<file path="config.mk">
export PLATFORM = sky130hd
export DESIGN_NAME = xor_stream_arbiter
export DESIGN_NICKNAME = d
export VERILOG_FILES = /design/src/rtl/xor_stream_arbiter.sv
export SDC_FILE = /design/constraint.sdc
export NUM_CORES = 1
export LEC_CHECK = 0
export CAP_MARGIN = 25
export CORE_UTILIZATION = 30
export CTS_BUF_LIST = sky130_fd_sc_hd__clkbuf_4
export DETAILED_ROUTE_END_ITERATION = 16
export GPL_ROUTABILITY_DRIVEN = 0
export PLACE_DENSITY_LB_ADDON = 0.1
export SLEW_MARGIN = 20
export SYNTH_ARGS = -nofsm -noshare
export SYNTH_HDL_FRONTEND = slang
export SYNTH_SLANG_ARGS = --single-unit
</file>
<file path="constraint.sdc">
create_clock -name clk -period 2.9 [get_ports clk]
set_input_delay 0.29 -clock clk [delete_from_list [all_inputs] [get_ports clk]]
set_output_delay 0.29 -clock clk [all_outputs]
set_load 0.1 [all_outputs]
</file>
<file path="src/rtl/xor_stream_arbiter.sv">
// rtl/xor_stream_arbiter.sv - two-requester round-robin arbiter sharing one XOR-with-key datapath
module xor_stream_arbiter #(
   parameter int               WIDTH     = 8,
   parameter int               BURST     = 4,
   parameter logic [WIDTH-1:0] KEY_RESET = '0
) (
   input  logic             clk,
   input  logic             rst,
   input  logic             req0_valid,
   input  logic [WIDTH-1:0] req0_data,
   output logic             req0_ready,
   input  logic             req1_valid,
   input  logic [WIDTH-1:0] req1_data,
   output logic             req1_ready,
   input  logic             key_wr,
   input  logic [WIDTH-1:0] key_in,
   output logic             out_valid,
   output logic [WIDTH-1:0] out_data,
   output logic             out_src,
   output logic [3:0]       out_seq,
   input  logic             out_ready,
   output logic             busy
);

   localparam int            CW      = $clog2(BURST + 1);
   localparam logic [CW-1:0] BURST_C = CW'(BURST);
   localparam logic [CW-1:0] CNT_ONE = CW'(1);

   typedef enum logic [1:0] {IDLE, SERVE0, SERVE1} state_t;

   state_t           state, state_nxt;
   logic [CW-1:0]    cnt, cnt_nxt, new_cnt;
   logic             rr, rr_nxt;
   logic             gnt, sel_valid, other_valid, can_accept, accept, same_run;
   logic [WIDTH-1:0] key;
   logic [3:0]       seq;

   assign can_accept  = !out_valid | out_ready;
   assign sel_valid   = gnt ? req1_valid : req0_valid;
   assign other_valid = gnt ? req0_valid : req1_valid;
   assign accept      = sel_valid & can_accept & !rst;
   assign req0_ready  = !gnt & req0_valid & can_accept & !rst;
   assign req1_ready  =  gnt & req1_valid & can_accept & !rst;
   assign busy        = (state != IDLE) | out_valid;

   always_comb begin
      gnt = 1'b0;
      case (state)
         IDLE:    gnt = (req0_valid & req1_valid) ? rr : req1_valid;
         SERVE0:  gnt = !req0_valid;
         SERVE1:  gnt = req1_valid;
         default: gnt = 1'b0;
      endcase
   end

   // A grant to a requester other than the one being served starts a fresh run.
   assign same_run = (state == SERVE0 && !gnt) || (state == SERVE1 && gnt);
   assign new_cnt  = (same_run ? cnt : '0) + CNT_ONE;

   always_comb begin
      state_nxt = state;
      cnt_nxt   = cnt;
      rr_nxt    = rr;
      if (accept) begin
         if (new_cnt == BURST_C) begin
            cnt_nxt = '0;
            rr_nxt  = !gnt;
            if (other_valid)
               state_nxt = gnt ? SERVE0 : SERVE1;
            else
               state_nxt = gnt ? SERVE1 : SERVE0;
         end else begin
            cnt_nxt   = new_cnt;
            state_nxt = gnt ? SERVE1 : SERVE0;
         end
      end else if (state != IDLE && !req0_valid && !req1_valid) begin
         state_nxt = IDLE;
         cnt_nxt   = '0;
         rr_nxt    = (state == SERVE0);
      end
   end

   always_ff @(posedge clk) begin
      if (rst) begin
         state <= IDLE;
         cnt   <= '0;
         rr    <= 1'b0;
      end else begin
         state <= state_nxt;
         cnt   <= cnt_nxt;
         rr    <= rr_nxt;
      end
   end

   // The accept path reads key before this edge's key_wr lands.
   always_ff @(posedge clk) begin
      if (rst) begin
         out_valid <= 1'b0;
         out_data  <= '0;
         out_src   <= 1'b0;
         out_seq   <= '0;
         seq       <= '0;
         key       <= KEY_RESET;
      end else begin
         if (key_wr)
            key <= key_in;
         if (accept) begin
            out_valid <= 1'b1;
            out_data  <= (gnt ? req1_data : req0_data) ^ key;
            out_src   <= gnt;
            out_seq   <= seq;
            seq       <= seq + 4'd1;
         end else if (out_ready) begin
            out_valid <= 1'b0;
         end
      end
   end

endmodule

</file>
==> run metrics <==
leading post-synthesis cells by instance count dfxtp_1 (32), nor2_1 (16), inv_1 (15), nand2_1 (15), nand3_1 (13); gr ovfl total 0; crit-path max cell delay 0.61 ns; pin count of the biggest net entering global routing 42; most common cell in the netlist dfxtp_1; fraction of layout cells with a size suffix above 1 between 10% and 20%; largest fanout on the critical path 10; final instance area roughly 0.0023 mm2; Post CTS Setup Buffer Count 0; detailed placement HPWL ~3200 um; dpl cell area approximately 0.0023 mm2; CTS tree built; RSZ-0062 raised after global routing false; outcome completed; switching power about 0.0004 W; Final setup viols 0; Avg Inst Size Synth 8.337 um2; initial DRC count 51; max-cap viol count 0; Post-Synthesis Net Count 249; Static Leakage ~0.90 nW; total routing usage reported by global routing between 10% and 20%; count of final hold-check violations 0; number of search-and-repair iterations in the first detailed-routing pass 4; fraction of post-synthesis cell area in the top cell type by area a little over a third; slew margin rel. ~52%; areal power density over the cells between 400 and 500 mW/mm2; post-synth top area cell dfxtp_1; layout overhead on the synthesized area 29.80%; count of flip-flops with a built-in enable after synthesis 0; row count 27; overall via count from detail_route 1616; boundary pin count 47; DIE HEIGHT slightly below 80 um; cell at the root of the clock tree clkbuf_4; synth unique cells 37; floorplan die width 79.12 um; worst skew pair latency roughly 0.33 ns; multi-input gate area in the final layout about 1000 um2; hold-fix buffers at CTS 0; Fill cells between 600 and 700; H-tree depth 2; final worst path period need between 2 and 2.5 ns; Starting Density a little under a third; Warnings, synthesis 0; number of port buffers 46; IR drop worst, VDD approximately 0.22 mV; DR vias/cell ~4.9; leading post-synthesis cells by cell area dfxtp_1 (36%), mux2i_1 (4.5%), or3_1 (4.2%); part of the cycle the worst path needs roughly four fifths; fin util between 40% and 50%; synthesized instance count 214; final net count 290; combinational group share of total power about 31%; initial antenna violation count 0; worst clock skew between 0.006 and 0.007 ns; type of element launching the critical path input port; register bit total from synthesis 32; total of cells resized after clock tree synthesis 0; worst setup path category input port to output port; Most used DFF post-synth dfxtp_1; DIE AREA between 0.006 and 0.007 mm2; async set or reset register ratio after synthesis 0%; deepest clock path buffer count 2; max-slew violation count 0; Std-Cell Core Area roughly 0.0056 mm2; register cell area after layout roughly 640 um2; TritonCTS sink count 32; slowest stage cell, crit path nor2_1; slew of the pin with the lowest slew margin slightly above 0.7 ns; f_max 0.4332 GHz; wire length of the first global-routing pass about 7400 um; final wirelength 4450 um; Hold Crit Class flop to flop; total internal power slightly below 0.0007 W; switching share of power 37.42%; clock slew at reported path FFs 0.11 ns; sequential area share after synthesis a little over a third; Register-to-Register Setup Slack ~0.95 ns; data arrival time of the critical path just over 2 ns; total standard cell area after synthesis 0.001784 mm2; WP data required around 2.6 ns; fraction of power consumed by sequential logic ~45%; TritonCTS Buffers 5; drt drc 0; number of global-route vias before repair between 1500 and 2000; clock network fraction of design power about a quarter; number of antenna diodes 0; crit-path most repeated cell nor2_1; final sum of negative setup slack 0 ns; residual antenna-violating net count after detailed routing 0; routed length per placed instance roughly 14 um; ordered list of cells on the worst path clkdlybuf4s50_1, nor2_1, nor3_2, nor2_1, buf_12; crit path capture type output port
-- power by group through the flow --
stage / clock network, W / registers, W / logic, W
3_3_place_gp: 0 / 0.000500 / 0.000340
6_report: 0.000273 / 0.000489 / 0.000338
3_5_place_dp: 0 / 0.000500 / 0.000341
2_1_floorplan: 0 / 0.000577 / 0.000162
5_1_grt: 0.000307 / 0.000493 / 0.000361
4_1_cts: 0.000288 / 0.000490 / 0.000341
-- state kept, by name (all words and copies together), names as in the netlist --
register / cells
out_valid: 1
out_data: 8
seq: 4
state: 2
out_seq: 4
out_src: 1
key: 8
rr: 1
cnt: 3
-- cells in the final DEF (no fill, tap or decap), types with 5 or more instances in the layout --
cell type and instances:
nor2_1 16, clkdlybuf4s50_1 29, dfxtp_1 32, or3_1 12, nand3_1 13, buf_4 19
a21oi_1 12, ha_1 5, o211ai_1 8, o31ai_1 8, nor2b_1 11, clkbuf_4 6
nand2_1 15, mux2i_1 8, o2111ai_1 8, inv_1 15
-- kinds of logic after synthesis --
logic type,synth area share [%]
AND/OR/NAND/NOR,22.30
AO/OA/AOI/OAI,24.48
flip-flops,35.90
buffers and inverters,8.345
multiplexers,4.488
adder cells (fa/ha/maj),3.506
XOR/XNOR,0.9819
-- critical path: cells and delay by family --
kind	cells	cell delay [ns]
buffers and inverters	2	0.73
AND/OR/NAND/NOR	3	0.99
-- worst paths after layout --
| path | from | endpoint | cells after the start |
|---|---|---|---|
| max | req1_valid | req0_ready | 5 |
| max reg2reg | state[0] | rr | 8 |
| min | out_seq[2] | out_seq[2] | 2 |
| min reg2reg | out_seq[2] | out_seq[2] | 2 |
-- routing by layer --
layer / vias up / routed length [um] / global-route usage (%)
li1: 843 / - / -
met1: 737 / 2193 / 20.25
met2: 32 / 2011 / 24.05
met3: 4 / 193 / 4.368
met4: 0 / 52 / 6.000
met5: - / 0 / 0
-- cell type report --
type | instances | share of cell area (%)
timing repair buffer | 50 | 20.42
clock buffer | 6 | 1.945
multi-input combinational | 151 | 42.95
inverter | 15 | 2.431
tap | 72 | 3.890
sequential | 32 | 27.66
clock inverter | 2 | 0.7023
-- stage by stage --
step	cells	hold WS, ns	power, W	setup slack [ns]
6_report	328	0.4625	0.001100	0.5915
5_1_grt	328	0.4938	0.001161	0.5102
4_1_cts	328	0.4682	0.001119	0.6242
3_5_place_dp	320	0.4520	0.0008403	0.5917
3_3_place_gp	320	0.4493	0.0008399	0.6310
2_1_floorplan	214	0.4172	0.0007396	0.2131
(Power assumes the default switching activity.)
